--- src/rtl/udp_port_demux_pkg.sv ---
// Shared types and helpers for the UDP destination-port demultiplexer.
package udp_port_demux_pkg;

  localparam int unsigned IP_W   = 32;
  localparam int unsigned PORT_W = 16;

  typedef enum logic [1:0] {
    ST_IDLE = 2'd0,
    ST_FWD  = 2'd1,
    ST_DROP = 2'd2
  } state_t;

  // Channel offset of a destination port; ports below the base wrap to large values.
  function automatic logic [PORT_W-1:0] port_offset(input logic [PORT_W-1:0] port,
                                                    input logic [PORT_W-1:0] base);
    return port - base;
  endfunction

endpackage

--- src/rtl/udp_demux_out_reg.sv ---
// One-beat AXIS holding register tagged with its destination channel.
module udp_demux_out_reg #(
  parameter int unsigned NUM_CH     = 4,
  parameter int unsigned DATA_WIDTH = 8,
  parameter int unsigned KEEP_WIDTH = DATA_WIDTH / 8,
  parameter int unsigned CH_W       = 2
) (
  input  logic                  clk,
  input  logic                  rst_n,
  input  logic                  load,
  input  logic [DATA_WIDTH-1:0] in_data,
  input  logic [KEEP_WIDTH-1:0] in_keep,
  input  logic                  in_last,
  input  logic                  in_user,
  input  logic [CH_W-1:0]       in_ch,
  input  logic [NUM_CH-1:0]     m_axis_tready,
  output logic                  out_valid,
  output logic [CH_W-1:0]       out_ch,
  output logic [DATA_WIDTH-1:0] out_data,
  output logic [KEEP_WIDTH-1:0] out_keep,
  output logic                  out_last,
  output logic                  out_user,
  output logic                  ready_c,
  output logic                  drain_c
);

  // Held beat leaves when its own channel is ready; a new beat may load into a draining slot.
  assign drain_c = out_valid && m_axis_tready[out_ch];
  assign ready_c = !out_valid || drain_c;

  // Load has priority over drain so back-to-back beats keep the register full.
  always_ff @(posedge clk or negedge rst_n) begin
    if (!rst_n) begin
      out_valid <= 1'b0;
      out_ch    <= '0;
      out_data  <= '0;
      out_keep  <= '0;
      out_last  <= 1'b0;
      out_user  <= 1'b0;
    end else if (load) begin
      out_valid <= 1'b1;
      out_ch    <= in_ch;
      out_data  <= in_data;
      out_keep  <= in_keep;
      out_last  <= in_last;
      out_user  <= in_user;
    end else if (drain_c) begin
      out_valid <= 1'b0;
    end
  end

endmodule

--- src/rtl/udp_port_demux.sv ---
// Routes UDP payload to one of NUM_CH channels by destination port; drops everything else.
module udp_port_demux
  import udp_port_demux_pkg::*;
#(
  parameter int unsigned NUM_CH     = 4,
  parameter int unsigned DATA_WIDTH = 8,
  parameter int unsigned KEEP_WIDTH = DATA_WIDTH / 8,
  parameter logic [31:0] LOCAL_IP   = 32'hC0A80180,
  parameter logic [15:0] BASE_PORT  = 16'd1234,
  parameter int unsigned CNT_WIDTH  = 16
) (
  input  logic                           clk,
  input  logic                           rst_n,
  input  logic                           s_udp_hdr_valid,
  output logic                           s_udp_hdr_ready,
  input  logic [31:0]                    s_udp_ip_dest_ip,
  input  logic [15:0]                    s_udp_dest_port,
  input  logic [DATA_WIDTH-1:0]          s_udp_payload_axis_tdata,
  input  logic [KEEP_WIDTH-1:0]          s_udp_payload_axis_tkeep,
  input  logic                           s_udp_payload_axis_tvalid,
  output logic                           s_udp_payload_axis_tready,
  input  logic                           s_udp_payload_axis_tlast,
  input  logic                           s_udp_payload_axis_tuser,
  output logic [NUM_CH*DATA_WIDTH-1:0]   m_axis_tdata,
  output logic [NUM_CH*KEEP_WIDTH-1:0]   m_axis_tkeep,
  output logic [NUM_CH-1:0]              m_axis_tvalid,
  input  logic [NUM_CH-1:0]              m_axis_tready,
  output logic [NUM_CH-1:0]              m_axis_tlast,
  output logic [NUM_CH-1:0]              m_axis_tuser,
  output logic [NUM_CH*CNT_WIDTH-1:0]    stat_frame_count,
  output logic [CNT_WIDTH-1:0]           stat_drop_count,
  output logic                           status_bad_frame
);

  localparam int unsigned CH_W = (NUM_CH > 1) ? $clog2(NUM_CH) : 1;

  state_t                state;
  logic [CH_W-1:0]       cur_ch;
  logic [PORT_W-1:0]     ch_off;
  logic                  hdr_match;
  logic                  hdr_fire;
  logic                  beat_fire;
  logic                  load;
  logic                  out_valid;
  logic [CH_W-1:0]       out_ch;
  logic [DATA_WIDTH-1:0] out_data;
  logic [KEEP_WIDTH-1:0] out_keep;
  logic                  out_last;
  logic                  out_user;
  logic                  out_ready_c;
  logic                  drain_c;
  logic [CNT_WIDTH-1:0]  frame_cnt [NUM_CH];

  assign ch_off    = port_offset(s_udp_dest_port, BASE_PORT);
  assign hdr_match = (s_udp_ip_dest_ip == LOCAL_IP) && (ch_off < PORT_W'(NUM_CH));
  assign hdr_fire  = s_udp_hdr_valid && s_udp_hdr_ready;
  assign beat_fire = s_udp_payload_axis_tvalid && s_udp_payload_axis_tready;
  assign load      = (state == ST_FWD) && beat_fire;

  // Payload acceptance: backpressure from the output slot while forwarding, free-running while dropping.
  always_comb begin
    s_udp_payload_axis_tready = 1'b0;
    case (state)
      ST_FWD:  s_udp_payload_axis_tready = out_ready_c;
      ST_DROP: s_udp_payload_axis_tready = 1'b1;
      default: s_udp_payload_axis_tready = 1'b0;
    endcase
  end

  // Frame sequencer: header classification, then forward or discard until tlast.
  always_ff @(posedge clk or negedge rst_n) begin
    if (!rst_n) begin
      state           <= ST_IDLE;
      cur_ch          <= '0;
      s_udp_hdr_ready <= 1'b0;
    end else begin
      case (state)
        ST_IDLE: begin
          if (hdr_fire) begin
            cur_ch          <= ch_off[CH_W-1:0];
            state           <= hdr_match ? ST_FWD : ST_DROP;
            s_udp_hdr_ready <= 1'b0;
          end else begin
            s_udp_hdr_ready <= 1'b1;
          end
        end
        ST_FWD, ST_DROP: begin
          if (beat_fire && s_udp_payload_axis_tlast) begin
            state           <= ST_IDLE;
            s_udp_hdr_ready <= 1'b1;
          end
        end
        default: begin
          state           <= ST_IDLE;
          s_udp_hdr_ready <= 1'b0;
        end
      endcase
    end
  end

  udp_demux_out_reg #(
    .NUM_CH     (NUM_CH),
    .DATA_WIDTH (DATA_WIDTH),
    .KEEP_WIDTH (KEEP_WIDTH),
    .CH_W       (CH_W)
  ) u_out_reg (
    .clk           (clk),
    .rst_n         (rst_n),
    .load          (load),
    .in_data       (s_udp_payload_axis_tdata),
    .in_keep       (s_udp_payload_axis_tkeep),
    .in_last       (s_udp_payload_axis_tlast),
    .in_user       (s_udp_payload_axis_tuser),
    .in_ch         (cur_ch),
    .m_axis_tready (m_axis_tready),
    .out_valid     (out_valid),
    .out_ch        (out_ch),
    .out_data      (out_data),
    .out_keep      (out_keep),
    .out_last      (out_last),
    .out_user      (out_user),
    .ready_c       (out_ready_c),
    .drain_c       (drain_c)
  );

  assign m_axis_tdata = {NUM_CH{out_data}};
  assign m_axis_tkeep = {NUM_CH{out_keep}};
  assign m_axis_tlast = {NUM_CH{out_last}};
  assign m_axis_tuser = {NUM_CH{out_user}};

  // Only the tagged channel sees tvalid.
  always_comb begin
    m_axis_tvalid         = '0;
    m_axis_tvalid[out_ch] = out_valid;
  end

  assign status_bad_frame = drain_c && out_last && out_user;

  // Saturating statistics: forwarded frames counted as their tlast leaves, drops as tlast is swallowed.
  always_ff @(posedge clk or negedge rst_n) begin
    if (!rst_n) begin
      stat_drop_count <= '0;
      for (int i = 0; i < NUM_CH; i++) frame_cnt[i] <= '0;
    end else begin
      if (drain_c && out_last && (frame_cnt[out_ch] != '1))
        frame_cnt[out_ch] <= frame_cnt[out_ch] + CNT_WIDTH'(1);
      if ((state == ST_DROP) && beat_fire && s_udp_payload_axis_tlast && (stat_drop_count != '1))
        stat_drop_count <= stat_drop_count + CNT_WIDTH'(1);
    end
  end

  for (genvar g = 0; g < NUM_CH; g++) begin : g_stat
    assign stat_frame_count[g*CNT_WIDTH +: CNT_WIDTH] = frame_cnt[g];
  end

endmodule

--- config.mk ---
export PLATFORM = sky130hd
export DESIGN_NAME = udp_port_demux
export DESIGN_NICKNAME = d
export VERILOG_FILES = /design/src/rtl/udp_port_demux_pkg.sv /design/src/rtl/udp_demux_out_reg.sv /design/src/rtl/udp_port_demux.sv
export SDC_FILE = /design/constraint.sdc
export NUM_CORES = 1
export LEC_CHECK = 0
export BUFFER_PORTS_ARGS = -buffer_cell sky130_fd_sc_hd__buf_2
export CORE_MARGIN = 2
export CORE_UTILIZATION = 49
export CTS_BUF_LIST = sky130_fd_sc_hd__clkbuf_4 sky130_fd_sc_hd__clkbuf_8 sky130_fd_sc_hd__clkbuf_16
export CTS_CLUSTER_SIZE = 12
export DETAILED_ROUTE_END_ITERATION = 16
export PLACE_DENSITY = 0.83
export SLEW_MARGIN = 10
export SYNTH_ARGS = -nofsm -noshare
export SYNTH_HDL_FRONTEND = slang
export SYNTH_SLANG_ARGS = --single-unit
--- constraint.sdc ---
create_clock -name clk -period 2.9 [get_ports clk]
set_input_delay 0.58 -clock clk [delete_from_list [all_inputs] [get_ports clk]]
set_output_delay 0.58 -clock clk [all_outputs]
set_load 0.02 [all_outputs]
# After elaboration in Yosys (flattened, before gate mapping)
# Cells that the tools add are included.
# op_classes
n_mux	20
order_cmp	5
n_reduce_logical	21
n_addsub	3
n_eq_ne	7
bitwise_logic	2
# ops
operator	count
64-bit bitwise mux	1
16-bit 2-to-1 mux	3
16-bit by 1-bit adder with 16-bit output, second input constant	2
16-bit binary-select mux with 2-bit select	1
16-bit demux with 2-bit select	1
32-bit equality test, second input constant	1
16-bit != test, second input constant	2
16-bit by 3-bit less-than comparator with 1-bit output, second input constant	1
16-bit by 11-bit subtractor with 16-bit output, second input constant	1
1-bit logical AND	14
1-bit 2-to-1 mux	6
2-bit 2-to-1 mux	3
4-bit bitwise AND	1
2-bit != test, second input constant	2
1-bit case mux with 2 select lines	2
2-bit case mux with 2 select lines	1
2-bit AND reduction	2
3-bit >= comparator, second input constant	1
2-bit by 3-bit less-than comparator with 1-bit output, second input constant	1
3-bit by 1-bit less-than comparator with 1-bit output, second input constant	1
2-bit NOT with 3-bit output	1
1-bit binary-select mux with 2-bit select	1
1-bit demux with 2-bit select	1
2-bit by 1-bit equality test with 1-bit output, second input constant	1
other kinds (7)	7
# totals
input_bits	67
output_inout_bits	131
ff_bits	99

# Depth between registers and ports, before layout
# Gate-level depths: netlist of run 1.
# logic_depth
word_depth	9
ltp_mapped	11

# Hierarchy
# A second synthesis of run 1 with hierarchy kept.
# unflattened
hier_cells	499
area_unflattened_um2	5302.6
# modules_own_cells
module	cells_per_inst	seq_area_each_um2	area_per_inst_um2	n_inst
udp_port_demux	466	2127.0	4754.6	1
udp_demux_out_reg	33	350.3	548.0	1

# Worst setup path before layout of run 1
# No wires, ideal clock.
# synth_timing
kind	reg-to-reg
startpoint	register u_out_reg.out_ch[0]
endpoint	register frame_cnt (netlist bit stat_frame_count[49])
stages_incl_launch_ff	10
arrival_ns	2.339
setup_ns	0.125
synth_period_minus_slack_ns	2.463
n_path_buf	3
path_slack_ns	0.437
cell_sequence	dfrtp_1 > buf_6 > buf_12 > buf_2 > mux4_2 > ha_1 > and2_1 > nand4_4 > o21a_4 > mux2_2
# synth_via
elab_chain_len	6
# synth_rtl
element	line	rtl
from (decl)	udp_demux_out_reg.sv:18	output logic [CH_W-1:0] out_ch,
from (signal assigned)	udp_demux_out_reg.sv:42	out_ch <= in_ch;
2-bit NOT with 3-bit output (not written as such)	udp_port_demux.sv:145, udp_port_demux.sv:146	
16-bit binary-select mux with 2-bit select, or another cell as far along	udp_port_demux.sv:145, udp_port_demux.sv:146	
16-bit 2-to-1 mux (not written as such) / 1-bit logical AND (equally long branches)	udp_port_demux.sv:145, udp_port_demux.sv:146	
16-bit 2-to-1 mux (on tied branches)	udp_port_demux.sv:145, udp_port_demux.sv:146	
16-bit by 1-bit adder with 16-bit output, or another cell as far along	udp_port_demux.sv:146	frame_cnt[out_ch] <= frame_cnt[out_ch] + CNT_WIDTH'(1);
64-bit bitwise mux / 1-bit logical AND (equally long branches)	udp_port_demux.sv:146, udp_port_demux.sv:145	
to (signal, indexed assignment)	udp_port_demux.sv:146	
to (decl)	udp_port_demux.sv:52	logic [CNT_WIDTH-1:0] frame_cnt [NUM_CH];
# Parallel ways exist; a longest one is shown, timed or not. The select of a mux whose other input is x is not followed.
# A chain may end at the register's enable or synchronous reset.

# Worst setup path in the final report of run 1
# layout_timing
startpoint	register u_out_reg.out_ch[0]
endpoint	output port s_udp_payload_axis_tready
# layout_via
elab_chain_len	5
# layout_rtl
element	line	rtl
1-bit binary-select mux with 2-bit select	udp_demux_out_reg.sv:28	assign drain_c = out_valid && m_axis_tready[out_ch];
1-bit 2-to-1 mux (not written as such)	udp_demux_out_reg.sv:28	
1-bit logical AND	udp_demux_out_reg.sv:28	
1-bit logical OR	udp_demux_out_reg.sv:29	assign ready_c = !out_valid || drain_c;
1-bit case mux with 2 select lines	udp_port_demux.sv:63	case (state)
to (decl)	udp_port_demux.sv:21	output logic s_udp_payload_axis_tready,
# No other way between the ends. The select of a mux whose other input is x is not followed.

==> impl_metrics.ini, run 1 <==
[yosys]
synth_fp_nets = 557
syn-cell-area_um2 = 5160
synthCells = 483
ys_warn_count = 0
synth_edf_count = 0
synth_ff_type = dfrtp_1
synth.avg_cell_area_um2 = 10.7
synth_cell_type_count = 49
ys_ff_latch = 99
ys_top_cells_by_count = dfrtp_1, nand2_1, o21ai_0, buf_4, nor2_1
seq_area_frac_synth_pct = 48.0
yosysMostFrequentCell = dfrtp_1
synth.top_cell.area_share_pct = 48.0
yosysTopAreaCell = dfrtp_1
synth_area_leaders = dfrtp_1, mux4_2, buf_4
synthArstFlopShare_pct = 100

[clocking]
clock_sinks = 99
clock_path_buffers = 2
cts_resized = 0
post_cts_buffers = 0
cts.clk_slew.worst_paths_ns = 0.09
cts_tree = done
cts_root_buf = clkbuf_8
cts_made_buffers = 9
ctsHtreeMaxLevel = 3
holdBufCountCts = 0
clkLatencyLatePin_ns = 0.36

[critical_path]
crit_path_max_fanout = 6
r2r_start = u_out_reg.out_ch[1]
path_cells = buf_4, mux4_2, nand2b_4, a21oi_1, nor2b_1, buf_2
max_stage_delay_ns = 0.53
crit_buf_inv = 2
reg2reg_slack_ns = 0.31
start_kind = register
worstPathArrival_ns = 2.06
crit_slowest_cell = mux4_2
cp_num_cells = 6
r2r_cells = 7
path_delay_family = multiplexers
worst_r2r_endpoint = stat_frame_count[11]
crit_type = register to output pin
critPathCaptureType = output pin
critPathRequiredTime_ns = 2.32

[detailed_routing]
wirelength_mm = 12.5
wl_per_cell_um = 15.8
ant_nets = 0
dr.first_iter.drc_count = 196
firstDrtPassIters = 5
vias = 4247
drc = 0
via_per_inst = 5.40

[global_route]
antenna_found_initial = 0
grt.total_usage_pct = 22.4
grt_max_degree = 62
grt_pass1_wl_mm = 20.2
grt_pass1_vias = 4229
grt-ovfl-total = 0

[die]
die-area_um2 = 11400
die_y_um = 107
num_rows = 37
fp.dieW_um = 107
core_um2 = 10300
start_util_pct = 50.3
io-pin-count = 198

[power_and_ir_drop]
p_per_area_nw_per_um2 = 423
power.leakage_nw = 3.26
power.total_w = 0.00262
vdd_drop_max_uv = 383

[placement]
io_buffers = 197
gp_congestion = 0.841
placed_area_um2 = 6010
dp_hpwl_mm = 9.46
dp_slack_ns = 0.226

[timing]
slew_headroom_pct = 57.5
min_period_ns = 2.64
hold_violations = 0
slew_violations = 0
max_freq_mhz = 379
rsz0062_at_grt = no
post-route-period-util_pct = 91.0
final_critical_path_setup_slack_ns = 0.260
skew_ns = 0.00899
tns_ns = 0
worst_slew_pin_slew_ns = 0.629
finalSetupViolations = 0

[cells_and_area]
num-fill-cells = 894
design_area_um2 = 6190
drive_above_1_share_pct = 41.0
antenna_cells = 0
nets = 720
area_growth_pct = 19.9

[run]
drv_cap = 0

[hold_path]
hold_class = primary input to asynchronous set/reset pin

[status]
status = completed
layout make-up:
class / instances / area (µm²) / share of cell area (%)
Clock buffer: 11 / 145 / 2.34
Clock inverter: 5 / 36.3 / 0.586
Inverter: 9 / 33.8 / 0.545
Multi-Input combinational cell: 320 / 2240 / 36.2
Sequential cell: 99 / 2480 / 40.0
Tap cell: 136 / 170 / 2.75
Timing Repair Buffer: 207 / 1090 / 17.6
layout by cell type, fill, tap and decap left out, types with 2 or more instances in the layout:
master and instances:
a211oi_1 2, a21oi_1 21, and3_1 6, buf_12 2
buf_2 196, buf_4 9, clkbuf_8 10, clkinv_2 2
dfrtp_1 99, ha_1 7, inv_1 9, inv_6 2
mux2_2 19, mux4_1 2, mux4_2 15, nand2_1 73
nand3_1 11, nand4_1 10, nor2_1 33, nor3_1 3
nor3b_1 4, nor4_1 3, nor4b_1 7, o21ai_0 44
o21ai_1 4, o21ai_2 3, xnor2_1 18, xor2_1 13
metal layers:
metal / wire length (µm) / part of all wire (%) / vias up / track usage (%)
met3: 957 / 7.7 / 19 / 2.80
met1: 4750 / 38 / 2023 / 26.3
li1: - / - / 1987 / -
met4: 236 / 1.9 / 0 / 8.35
met2: 6520 / 52 / 218 / 41.8
met5: 0 / 0 / - / 0
worst max-delay path by stage:
stage,startpoint,end,slack (ns)
after detailed placement,s_udp_dest_port[1],state[1],0.23
after global placement,s_udp_dest_port[1],state[1],0.26
final,u_out_reg.out_ch[0],s_udp_payload_axis_tready,0.26
after floorplan,u_out_reg.out_ch[0],stat_frame_count[49],0.44
after CTS,u_out_reg.out_ch[0],s_udp_payload_axis_tready,0.26
after global routing,u_out_reg.out_ch[1],stat_frame_count[21],0.05
sequential cells by signal, indices dropped and copies added, names as in the netlist:
| name | cells |
|---|---|
| cur_ch | 2 |
| s_udp_hdr_ready | 1 |
| stat_drop_count | 16 |
| stat_frame_count | 64 |
| state | 2 |
| u_out_reg.out_ch | 2 |
| u_out_reg.out_data | 8 |
| u_out_reg.out_keep | 1 |
| u_out_reg.out_last | 1 |
| u_out_reg.out_user | 1 |
| u_out_reg.out_valid | 1 |
worst register-to-register path: stages, from the launching register on:
cell and delay, ns:
dfrtp_1 0.59, buf_12 0.22, mux4_2 0.26, and4_1 0.35, nand4_4 0.19, o21ai_2 0.38
buf_4 0.32, o21ai_0 0.15
metrics by stage:
stage	instances	hold WS (ns)	util (%)
CTS	787	0.195	60.3
finish	787	0.187	60.3
global placement	771	0.470	58.5
floorplan	483	0.284	-
detailed placement	771	0.487	58.5
global route	787	0.214	60.3
cell families (layout without fill, tap and decap cells):
family | count (synthesis) | after routing | share of synthesized area (%)
AND/OR/NAND/NOR | 159 | 159 | 14.9
multiplexers | 36 | 36 | 11.7
AO/OA/AOI/OAI | 87 | 87 | 9.86
buffers and inverters | 64 | 232 | 8.60
flip-flops | 99 | 99 | 48.0
XOR/XNOR | 31 | 31 | 5.26
adder cells (fa/ha/maj) | 7 | 7 | 1.70
power by group:
| part | switching [W] | leakage, nW | internal, W |
|---|---|---|---|
| combinational | 0.000183 | 1.79 | 0.000130 |
| sequential | 0.0000488 | 1.37 | 0.00142 |
| clock | 0.000482 | 0.0975 | 0.000351 |
| total | 0.000714 | 3.26 | 0.00191 |
Note: power is estimated with default switching activity, not from simulation.
==> run 2, diff against run 1 <==
- PLACE_DENSITY: 0.83 -> 0.85
- SLEW_MARGIN: 10 -> 20
==> run 2 against run 1 <==
  * Register-to-register slack worse by 0.10 ns
  * Sequential cell count is the same
  * Die area is the same
  * Maximum frequency is 4.4% lower
  * Final cell count is 0.13% higher
  * Largest power group unchanged
==> impl_metrics.ini, run 2 (synthesis results as in run 1) <==
[status]
status = completed

[timing]
skew_ns = 0.0128
rsz0062_at_grt = no
final_critical_path_setup_slack_ns = 0.138
max_freq_mhz = 362
finalSetupViolations = 0
tns_ns = 0
hold_violations = 0
worst_slew_pin_slew_ns = 0.825
slew_violations = 0
min_period_ns = 2.76
slew_headroom_pct = 45.0
post-route-period-util_pct = 95.2

[power_and_ir_drop]
pwr-share-comb_pct = 11.0
power.leakage_nw = 3.29
clockPowerShare_pct = 37.2
switching_share_pct = 25.3
p_sw_w = 0.000718
seq_power_share_pct = 51.8
p_per_area_nw_per_um2 = 454
vdd_drop_max_uv = 291
p_int_w = 0.00212

[critical_path]
max_stage_delay_ns = 0.53
path_cells = buf_4, mux4_2, nand2b_4, a21oi_1, nor2b_1, buf_2
critPathCaptureType = output pin
crit_path_max_fanout = 6
crit_slowest_cell = mux4_2
crit_type = register to output pin
path_delay_family = multiplexers
critPathRequiredTime_ns = 2.32
start_kind = register
worstPathArrival_ns = 2.18
crit_buf_inv = 2

[detailed_routing]
wl_per_cell_um = 16.6
ant_nets = 0
drc = 0
vias = 4285
firstDrtPassIters = 4
wirelength_mm = 13.1
dr.first_iter.drc_count = 204
via_per_inst = 5.44

[clocking]
cts_root_buf = clkbuf_8
clkLatencyLatePin_ns = 0.37
clock_sinks = 99
cts_resized = 0
post_cts_buffers = 0
cts_tree = done
ctsHtreeMaxLevel = 3
clock_path_buffers = 2
cts_made_buffers = 9
cts.clk_slew.worst_paths_ns = 0.10
holdBufCountCts = 0

[cells_and_area]
nets = 721
largest_reg_flops = 64
drive_above_1_share_pct = 41.1
area_growth_pct = 21.2
instances_no_fill = 788
design_area_um2 = 6260
layout_common_cells = buf_2, dfrtp_1, nand2_1
layout_commonest_cell = buf_2
register_area_um2 = 2480
multi_input_area_um2 = 2240
num-fill-cells = 878
antenna_cells = 0

[global_route]
grt.total_usage_pct = 23.5
grt_max_degree = 64
antenna_found_initial = 0
grt_pass1_wl_mm = 21.1
grt_pass1_vias = 4280
grt-ovfl-total = 0

[placement]
dp_hpwl_mm = 9.84
dp_slack_ns = 0.274
place_inst = 772
gp_congestion = 0.822
placed_area_um2 = 6020
io_buffers = 197

[die]
die_y_um = 107
core_um2 = 10300
die-area_um2 = 11400
fp.dieW_um = 107
start_util_pct = 50.3
num_rows = 37
io-pin-count = 198

[hold_path]
hold_class = primary input to asynchronous set/reset pin

[run]
drv_cap = 0
==> run 2: cell types whose count changed in the layout (fill, tap and decap cells not counted), sizes merged <==
| cell | delta |
|---|---|
| bufinv | +2 |
| clkbuf | +2 |
| clkinv | -2 |
| inv | -2 |
| buf | +1 |
==> run 2: per-layer routing <==
metal	GRT usage (%)	share of wire [%]
met5	0	0
met4	9.00	2.1
met3	3.59	7.5
met2	42.4	52
met1	28.4	39
==> run 2: per-stage QoR <==
stage | power [W] | hold WS (ns) | util [%]
3_5_place_dp | 0.00182 | 0.477 | 58.6
3_3_place_gp | 0.00180 | 0.470 | 58.6
4_1_cts | 0.00287 | 0.325 | 60.9
2_1_floorplan | 0.00166 | 0.284 | -
5_1_grt | 0.00297 | 0.363 | 60.9
6_report | 0.00284 | 0.303 | 60.9
==> run 2: power groups by stage <==
stage	combinational (W)	sequential [W]	clock [W]
after global routing	0.000348	0.00148	0.00114
after floorplan	0.000142	0.00152	0
after CTS	0.000319	0.00147	0.00107
after detailed placement	0.000317	0.00150	0
final	0.000313	0.00147	0.00106
after global placement	0.000302	0.00150	0
==> run 2: worst paths after layout <==
check / startpoint / end / slack (ns) / cells past startpoint
worst max-delay path: u_out_reg.out_ch[0] / s_udp_payload_axis_tready / 0.14 / 6
worst min-delay path: rst_n / stat_frame_count[20] / 0.30 / 1
worst max register to register: u_out_reg.out_ch[0] / stat_frame_count[15] / 0.21 / 7
worst min register to register: stat_drop_count[11] / stat_drop_count[11] / 0.50 / 1
max in group asynchronous: rst_n / stat_drop_count[2] / 1.91 / 2
min in group clk: s_udp_payload_axis_tdata[5] / u_out_reg.out_data[5] / 0.43 / 2
==> run 2: area by class of cell <==
type,instances,share of cell area [%]
sequential,99,39.6
inverter,9,0.539
tap,136,2.72
clock inverter,3,1.10
multi-input combinational,320,35.8
timing repair buffer,208,17.5
clock buffer,13,2.76
==> run 3, diff against run 2 <==
- clock period: 2.9 -> 3.1 ns (I/O delays scaled with it)
==> run 3 against run 2 <==
  * Register-to-register slack better by 0.18 ns
  * Via count grew 0.63%
  * Non-clock buffer count shrank 1
  * Count of clock-buffer cells in the layout unchanged
  * Critical path type unchanged
  * Sequential power decreased by 6%
  * Highest routed layer unchanged
==> impl_metrics.ini, run 3 (synthesis results as in run 1) <==
[clocking]
holdBufCountCts = 0
cts_root_buf = clkbuf_8
cts_tree = done
clock_sinks = 99
cts.clk_slew.worst_paths_ns = 0.10
clkLatencyLatePin_ns = 0.37
post_cts_buffers = 0
ctsHtreeMaxLevel = 3
cts_resized = 0
cts_made_buffers = 9
clock_path_buffers = 2

[placement]
gp_congestion = 0.830
dp_hpwl_mm = 9.66
io_buffers = 197

[global_route]
grt_pass1_vias = 4119
grt_pass1_wl_mm = 20.0
grt-ovfl-total = 0
grt_max_degree = 100
antenna_found_initial = 0
grt.total_usage_pct = 22.4

[cells_and_area]
area_growth_pct = 19.8
num-fill-cells = 885
nets = 720
antenna_cells = 0
layout_common_cells = buf_2, dfrtp_1, nand2_1
layout_commonest_cell = buf_2
largest_reg_flops = 64
drive_above_1_share_pct = 41.0

[critical_path]
path_delay_family = multiplexers
crit_type = register to output pin
critPathCaptureType = output pin
crit_slowest_cell = mux4_2
crit_path_max_fanout = 8
worstPathArrival_ns = 2.10
path_cells = buf_4, mux4_2, nand2b_4, a21oi_1, nor2b_1, buf_2
critPathRequiredTime_ns = 2.48
start_kind = register
crit_buf_inv = 2
max_stage_delay_ns = 0.54

[timing]
rsz0062_at_grt = no
post-route-period-util_pct = 87.6
slew_headroom_pct = 57.6
tns_ns = 0
holdWs_ns = 0.267
skew_ns = 0.0108
worst_slew_pin_slew_ns = 0.628
min_period_ns = 2.72
max_freq_mhz = 368
slew_violations = 0
hold_violations = 0
finalSetupViolations = 0

[power_and_ir_drop]
p_int_w = 0.00181
vdd_drop_max_uv = 226
p_per_area_nw_per_um2 = 400
clockPowerShare_pct = 32.5
power.leakage_nw = 3.26
pwr-share-comb_pct = 11.9
p_sw_w = 0.000663
switching_share_pct = 26.8
seq_power_share_pct = 55.6

[detailed_routing]
vias = 4312
drc = 0
ant_nets = 0
firstDrtPassIters = 4
wl_per_cell_um = 16.3
wirelength_mm = 12.8
dr.first_iter.drc_count = 263
via_per_inst = 5.48

[die]
core_um2 = 10300
num_rows = 37
start_util_pct = 50.3
die-area_um2 = 11400
fp.dieW_um = 107
die_y_um = 107
io-pin-count = 198

[run]
drv_cap = 0

[status]
status = completed

[hold_path]
hold_class = primary input to asynchronous set/reset pin
## run 3: changes by cell type in the layout (fill, tap and decap cells not counted)
| cell | previous run | this run |
|---|---|---|
| buf_12 | 2 | 1 |
| bufinv_16 | 2 | 0 |
| clkbuf_4 | 1 | 2 |
| clkbuf_8 | 12 | 11 |
| clkinv_2 | 0 | 1 |
| clkinv_4 | 1 | 0 |
| clkinvlp_4 | 0 | 1 |
| inv_6 | 0 | 1 |
## run 3: final cells by class
class                           count  area (µm²)  share of cell area, %
Multi-Input combinational cell    320        2240                   36.3
Tap cell                          136         170                   2.75
Inverter                            9        33.8                  0.546
Sequential cell                    99        2480                   40.0
Clock inverter                      3        21.3                  0.344
Clock buffer                       13         166                   2.69
Timing Repair Buffer              207        1080                   17.4
## run 3: final timing paths
check | start | endpoint | slack, ns | cells past startpoint
min in group clk | s_udp_payload_axis_tdata[5] | u_out_reg.out_data[5] | 0.48 | 2
max in group asynchronous | rst_n | cur_ch[1] | 2.38 | 2
setup reg to reg | u_out_reg.out_ch[1] | stat_frame_count[13] | 0.39 | 7
setup / recovery | u_out_reg.out_ch[0] | s_udp_payload_axis_tready | 0.38 | 6
hold / removal | rst_n | stat_frame_count[5] | 0.27 | 2
hold reg to reg | stat_drop_count[11] | stat_drop_count[11] | 0.50 | 1
## run 3: routing by layer
layer | GRT usage (%) | wire length (µm) | part of all wire (%) | vias up
met4 | 8.35 | 219 | 1.7 | 0
met1 | 26.6 | 5090 | 40 | 2123
met5 | 0 | 0 | 0 | -
li1 | - | - | - | 1987
met2 | 41.0 | 6730 | 53 | 184
met3 | 3.22 | 764 | 6.0 | 18
## run 3: per-stage QoR
step | instances | cell area (µm²) | worst slack (ns) | power (W) | utilization, %
after floorplan | 483 | 5160 | 0.637 | 0.00155 | -
after global placement | 771 | 6000 | 0.463 | 0.00168 | 58.4
after detailed placement | 771 | 6000 | 0.323 | 0.00170 | 58.4
after CTS | 787 | 6190 | 0.362 | 0.00250 | 60.2
after global routing | 787 | 6190 | 0.271 | 0.00258 | 60.2
final | 787 | 6190 | 0.384 | 0.00247 | 60.2
## run 3: power groups by stage
stage	Clock (W)	Sequential (W)	Combinational [W]
after global routing	0.000874	0.00138	0.000324
after global placement	0	0.00140	0.000282
after detailed placement	0	0.00140	0.000296
final	0.000804	0.00138	0.000294
after floorplan	0	0.00142	0.000133
after CTS	0.000829	0.00138	0.000298
